$ cat src/rtl/flag_stack_register.sv
// -----------------------------------------------------------------------------
// flag_stack_register
//
// Status-flag register with a hardware save/restore LIFO used for interrupt and
// call context switching. The live flags take per-bit masked writes from the
// ALU. The stack lets the control unit push the live flags on entry, pop them
// on return, or exchange live flags with the stack top, each in one cycle.
//
// Optional feature macro: FLAG_STACK_ERR_EN
//   defined     -> stack_err is a sticky flag. It is set by a push when the
//                  stack is full or by a pop when the stack is empty, and is
//                  cleared only by rst.
//   not defined -> stack_err is tied to 0 and no error logic is built.
//
// Parameters
//   NFLAGS : number of flags (default bit order: 0 zero, 1 negative,
//            2 overflow, 3 carry)
//   DEPTH  : number of stack entries (>= 1)
//   CW     : occupancy counter width, derived as $clog2(DEPTH+1)
//
// Ports
//   clk          in   rising-edge clock
//   rst          in   asynchronous active-high reset
//   write_enable in   update live flags from flags_in
//   write_mask   in   per-bit write enable for the live flags
//   flags_in     in   new flag values from the ALU
//   push         in   save the live flags onto the stack
//   pop          in   restore the live flags from the stack top
//   flags        out  live flags (registered)
//   top          out  current stack top, 0 when the stack is empty
//   count        out  stack occupancy, 0..DEPTH
//   full         out  count == DEPTH (registered)
//   empty        out  count == 0 (registered)
//   stack_err    out  sticky illegal-operation flag
// -----------------------------------------------------------------------------
module flag_stack_register #(
    parameter int NFLAGS = 4,
    parameter int DEPTH  = 4,
    localparam int CW    = $clog2(DEPTH + 1)
) (
    input  logic              clk,
    input  logic              rst,
    input  logic              write_enable,
    input  logic [NFLAGS-1:0] write_mask,
    input  logic [NFLAGS-1:0] flags_in,
    input  logic              push,
    input  logic              pop,
    output logic [NFLAGS-1:0] flags,
    output logic [NFLAGS-1:0] top,
    output logic [CW-1:0]     count,
    output logic              full,
    output logic              empty,
    output logic              stack_err
);

    // Width of a stack index. It must be at least 1 bit so that DEPTH == 1
    // still yields a legal vector.
    localparam int IW = (DEPTH > 1) ? $clog2(DEPTH) : 1;

    logic [NFLAGS-1:0] flags_q, flags_d;
    logic [CW-1:0]     count_q, count_d;
    logic              full_q,  full_d;
    logic              empty_q, empty_d;
    logic [NFLAGS-1:0] stack_q [DEPTH];

    logic [IW-1:0]     top_idx_s;
    logic [IW-1:0]     wr_idx_s;
    logic [NFLAGS-1:0] top_s;
    logic              push_op_s;
    logic              pop_op_s;
    logic              xchg_s;
    logic              push_ok_s;
    logic              pop_ok_s;
    logic              stack_we_s;
    logic [IW-1:0]     stack_widx_s;

    // Classify the requested stack operation and derive the stack indices.
    always_comb begin
        top_idx_s = IW'(count_q - CW'(1));
        wr_idx_s  = IW'(count_q);
        // If the stack is empty, a simultaneous push and pop degrades to a
        // plain push.
        push_op_s = push & (~pop | empty_q);
        pop_op_s  = pop & ~push;
        xchg_s    = push & pop & ~empty_q;
        push_ok_s = push_op_s & ~full_q;
        pop_ok_s  = pop_op_s & ~empty_q;
        if (empty_q) begin
            top_s = {NFLAGS{1'b0}};
        end else begin
            top_s = stack_q[top_idx_s];
        end
    end

    // Compute the next live flags, occupancy, status bits and stack write port.
    always_comb begin
        flags_d      = flags_q;
        count_d      = count_q;
        stack_we_s   = 1'b0;
        stack_widx_s = wr_idx_s;
        for (int i = 0; i < NFLAGS; i++) begin
            if (write_enable & write_mask[i]) begin
                flags_d[i] = flags_in[i];
            end else begin
                flags_d[i] = flags_q[i];
            end
        end
        if (xchg_s) begin
            // Exchange: the live write is ignored and the top entry takes the
            // pre-update live value.
            flags_d      = top_s;
            stack_we_s   = 1'b1;
            stack_widx_s = top_idx_s;
        end else if (pop_ok_s) begin
            flags_d = top_s;
            count_d = count_q - CW'(1);
        end else if (push_ok_s) begin
            stack_we_s   = 1'b1;
            stack_widx_s = wr_idx_s;
            count_d      = count_q + CW'(1);
        end else begin
            count_d = count_q;
        end
        full_d  = (count_d == CW'(DEPTH));
        empty_d = (count_d == CW'(0));
    end

    // Live flags, occupancy and registered full/empty status.
    always_ff @(posedge clk or posedge rst) begin
        if (rst) begin
            flags_q <= {NFLAGS{1'b0}};
            count_q <= {CW{1'b0}};
            full_q  <= 1'b0;
            empty_q <= 1'b1;
        end else begin
            flags_q <= flags_d;
            count_q <= count_d;
            full_q  <= full_d;
            empty_q <= empty_d;
        end
    end

    // Stack storage. Its contents are not reset, and popped entries keep their
    // values.
    always_ff @(posedge clk) begin
        if (stack_we_s) begin
            stack_q[stack_widx_s] <= flags_q;
        end
    end

`ifdef FLAG_STACK_ERR_EN
    logic err_q, err_d;

    // The sticky error bit is set by an illegal push or pop.
    always_comb begin
        if ((push_op_s & full_q) | (pop_op_s & empty_q)) begin
            err_d = 1'b1;
        end else begin
            err_d = err_q;
        end
    end

    // Error register, cleared only by reset.
    always_ff @(posedge clk or posedge rst) begin
        if (rst) begin
            err_q <= 1'b0;
        end else begin
            err_q <= err_d;
        end
    end

    assign stack_err = err_q;
`else
    assign stack_err = 1'b0;
`endif

    assign flags = flags_q;
    assign top   = top_s;
    assign count = count_q;
    assign full  = full_q;
    assign empty = empty_q;

endmodule

$ cat config.mk
export PLATFORM = sky130hd
export DESIGN_NAME = flag_stack_register
export DESIGN_NICKNAME = d
export VERILOG_FILES = /design/src/rtl/flag_stack_register.sv
export SDC_FILE = /design/constraint.sdc
export NUM_CORES = 1
export LEC_CHECK = 0
export CELL_PAD_IN_SITES_DETAIL_PLACEMENT = 2
export CELL_PAD_IN_SITES_GLOBAL_PLACEMENT = 2
export CORE_MARGIN = 2
export CORE_UTILIZATION = 34
export CTS_BUF_LIST = sky130_fd_sc_hd__clkbuf_4
export CTS_CLUSTER_DIAMETER = 80
export DETAILED_ROUTE_END_ITERATION = 10
export GPL_TIMING_DRIVEN = 0
export PLACE_DENSITY = 0.82
export SYNTH_ARGS = -nofsm -noshare
export SYNTH_HDL_FRONTEND = slang
export SYNTH_SLANG_ARGS = --single-unit
$ cat constraint.sdc
create_clock -name clk -period 2.55 [get_ports clk]
set_input_delay 0.255 -clock clk [delete_from_list [all_inputs] [get_ports clk]]
set_output_delay 0.255 -clock clk [all_outputs]
set_load 0.1 [all_outputs]
==> impl_summary.md <==
Synth
The leading register cell type out of synthesis is sky130_fd_sc_hd__edfxtp_1. Counting flops with an async set or reset pin after synthesis yields a share of between 30% and 40%. Of all cell types, the one taking the most synthesized area is sky130_fd_sc_hd__edfxtp_1. The total nets after synthesis is between 100 and 150.

The mean instance size in the synthesized netlist is between 10 and 15 µm². The synthesized netlist devotes around 2.1% of its cell area to XOR and XNOR gates. After synthesis, the largest area contributor takes up 40.2% of total cell area.

The dominant combinational cell family by area after synthesis is simple AND/OR/NAND/NOR gates. Yosys printed 0 warnings. Summing the areas of all fa, ha and maj instances in the mapped netlist gives 2.09% of the synthesized area. By area the synthesized netlist is led by sky130_fd_sc_hd__edfxtp_1 40%, sky130_fd_sc_hd__dfrtp_1 17%, sky130_fd_sc_hd__mux4_2 7.5%, sky130_fd_sc_hd__mux2i_1 5.0%, sky130_fd_sc_hd__nor2b_1 3.7%.

Summing the areas of all and, or, nand and nor instances in the mapped netlist gives 14.0% of the synthesized area. The synthesized design contains 16 enable-type register cells. The synthesized netlist contains 30 unique library cells. After synthesis, the most frequently instantiated cells are 16 x sky130_fd_sc_hd__edfxtp_1, 8 x sky130_fd_sc_hd__dfrtp_1, 8 x sky130_fd_sc_hd__nand2_1. After synthesis, flip-flops and latches occupy 59.2% of the total area.

Summing the areas of all compound-gate instances in the mapped netlist gives 6.70% of the synthesized area. The synthesized flop and latch total is 25. The share of cell area taken by muxes after synthesis is 12.6%. Synthesis produced 87 cells.

The most numerous cell in the Yosys netlist is sky130_fd_sc_hd__edfxtp_1. Summing every instance area after synthesis gives 1190 µm².

Setup path
The buffering stage count on the worst path with inverters included is 3. STA classifies the critical path startpoint as a flop. The kind of cell with the highest combined delay along the critical path is buffers and inverters.

The setup path with the least slack is of type flop to primary output. The largest incremental delay on the critical path is 0.46 ns. The worst-case register-to-register setup slack is 0.39 ns.

The worst register-to-register path begins at count[0]. The slowest stage of the critical path belongs to the cell sky130_fd_sc_hd__dfrtp_4. Tracing the worst setup path back leads to its startpoint at count[0]. The capturing element type of the critical path is a primary output. STA puts the critical path data required time at 2.30 ns. Along the worst path, the maximum fanout reaches 10. The end point of the critical path is top[0]. The end of the worst register-to-register path is stack_q[1][0]. The depth of the worst register-to-register path is 5. The signal on the critical path passes through clkinvlp_4, ha_1, clkbuf_4, mux4_2, nor2b_4, buf_4. In this run the number of cells on the critical path is 6.

Data arrives at the worst endpoint at 2.19 ns.

Clocking
The maximum count of clock buffers along a single path is 2. The total number of clock tree sinks is 25. The cell chosen for the clock root is sky130_fd_sc_hd__clkbuf_4. The clock latency on the worst-skew pair is about 0.32 ns. The clock edge transition at the registers on the reported setup and hold paths is 0.15 ns.

TritonCTS created 3 clock buffers. TritonCTS built the clock tree. CTS built an H-tree with a depth of 1.

Detailed routing
The number of detailed-route iterations in the first pass is 4. Wires add up to 2730 µm. The sum of met2 wire segment lengths after detailed routing is between 1000 and 1500 µm. The number of vias after detailed routing is 786. The met3 wire length is ~50 µm. The average wire per cell in the routed design is 16.9 µm. The highest metal layer with signal wires is met4. Using the TritonRoute via totals, the vias-per-cell ratio works out to 4.85. The DRC violations left is 0. The met1 wire length is 1300 µm. After the first detailed-routing iteration, the DRC count stood at 14. The detail route stage leaves a number of antenna-violating nets equal to 0.

Placed design
The post-place instance area is 1540 µm². The number of input and output port buffers inserted is 25. Routability-driven placement finished with a final weighted congestion of 0.738. The wire-length estimate of the detail-placed layout is 2100 µm. The worst slack at placement is -0.669 ns.

STA
Setup repair after global routing left no endpoint under its margin. Headroom to the max-slew limit came out at between 30 and 40%. The number of hold-slack violations in the final timing report was 0. The transition at the pin with the smallest max-transition slack is 0.983 ns. The final count of pins violating max slew is 0.

The final cycle utilization of the critical path is 95.7%. The achievable clock frequency is 410 MHz. The worst path needs roughly 2.4 ns of the cycle, external delays included. The smallest setup slack after layout is about 0.11 ns. On the final layout, the worst clock skew is 0.00764 ns. Setup violations remaining at the end of the flow were counted as 0.

Flow run
The tool flagged a number of max-cap violations equal to 0.

GRT
The total congestion overflow is 0. The via count of the first global-routing pass is 855. The initial antenna violation count is 0. The first global-routing pass estimated roughly 4500 µm of wire.

The largest net degree at the start of global routing is 17. The global routing usage summed across all routing layers is around 15%.

Floorplan
The floorplan core area is 3360 µm². For this configuration, the core starts out at a cell density of a little over a third. The floorplan step defined a die boundary enclosing 4000 µm². The boundary pin count is 27. The die is 63.3 µm tall.

The number of placement rows is 21. The die boundary width is 63.3 µm.

Status
The run finished with clean final reports.

Final layout
The area growth from synthesis to layout is 31.5%. The net total in the final layout is 132. The antenna diode count is 0. The ratio of cells with drive above 1 in the final layout is 25.9%. Summing all non-filler instances in the final layout gives an area of 1570 µm². For this run, the share of the core covered by cells in the final layout is 46.7%.

The filler cells instantiated in the layout total 357.

Worst hold path
In this run the worst hold path is classified as input port to asynchronous set/reset pin.
[flip-flops by register name (all words and copies together), names as in the netlist]
signal and count:
empty 1, flags 4, count 3, full 1, stack_q 16
[layout make-up]
| class | count | area, µm² | area share, % |
|---|---|---|---|
| Clock inverter | 1 | 8.76 | 0.557 |
| Multi-Input combinational cell | 54 | 482 | 30.7 |
| Buffer | 3 | 20.0 | 1.27 |
| Timing Repair Buffer | 26 | 250 | 15.9 |
| Clock buffer | 3 | 22.5 | 1.43 |
| Inverter | 4 | 18.8 | 1.19 |
| Sequential cell | 25 | 712 | 45.3 |
| Tap cell | 46 | 57.6 | 3.66 |
[cells by family (layout without fill, tap and decap cells)]
logic type                 Yosys count  after routing
AOI/OAI and AO/OA                   11             11
xor gates and xnor gates             2              2
adders and majority gates            2              2
buffers and inverters                8             37
DFF                                 25             25
muxes                               10             10
other                                1              1
and+or+nand+nor                     28             28
[routing by layer]
| layer | vias up | track usage, % |
|---|---|---|
| li1 | 376 | - |
| met1 | 397 | 20.8 |
| met2 | 11 | 23.9 |
| met3 | 2 | 1.61 |
| met4 | 0 | 4.08 |
| met5 | - | 0 |
[layout by cell type (no fill, tap or decap), drive strengths merged, types with 2 or more instances in the layout]
| cell type | n |
|---|---|
| nand2b | 2 |
| mux2i | 6 |
| inv | 4 |
| nand2 | 8 |
| nor3 | 3 |
| buf | 7 |
| o21ai | 4 |
| nand3 | 2 |
| nor2 | 2 |
| clkbuf | 4 |
| mux4 | 4 |
| ha | 2 |
| edfxtp | 16 |
| dfrtp | 8 |
| clkdlybuf4s50 | 20 |
| a31oi | 3 |
| nor2b | 8 |
[how the worst min path moves through the flow]
stage               end  slack, ns  cells after the start
6_report       flags[3]       0.17                      2
5_1_grt        flags[3]       0.19                      2
4_1_cts        flags[3]       0.18                      2
3_5_place_dp   count[2]       0.52                      1
3_3_place_gp   count[2]       0.52                      1
2_1_floorplan  count[2]       0.08                      1
[what timing repair did]
action | CTS | global route
pin swaps | 0 | 0
setup buffers | 1 | 0
hold buffers | 0 | 0
endpoints found under the setup margin | 8 | 5
resized for setup | 24 | 4
[per-stage QoR]
| stage | TNS [ns] | hold WS, ns | instances |
|---|---|---|---|
| global placement | -2.49 | 0.517 | 158 |
| global route | 0 | 0.188 | 162 |
| floorplan | 0 | 0.0822 | 87 |
| detailed placement | -2.64 | 0.520 | 158 |
| CTS | 0 | 0.184 | 162 |
| finish | 0 | 0.175 | 162 |
Power is not shown: default switching activity piles up to over one toggle a cycle in this logic, so the estimate is an artifact.
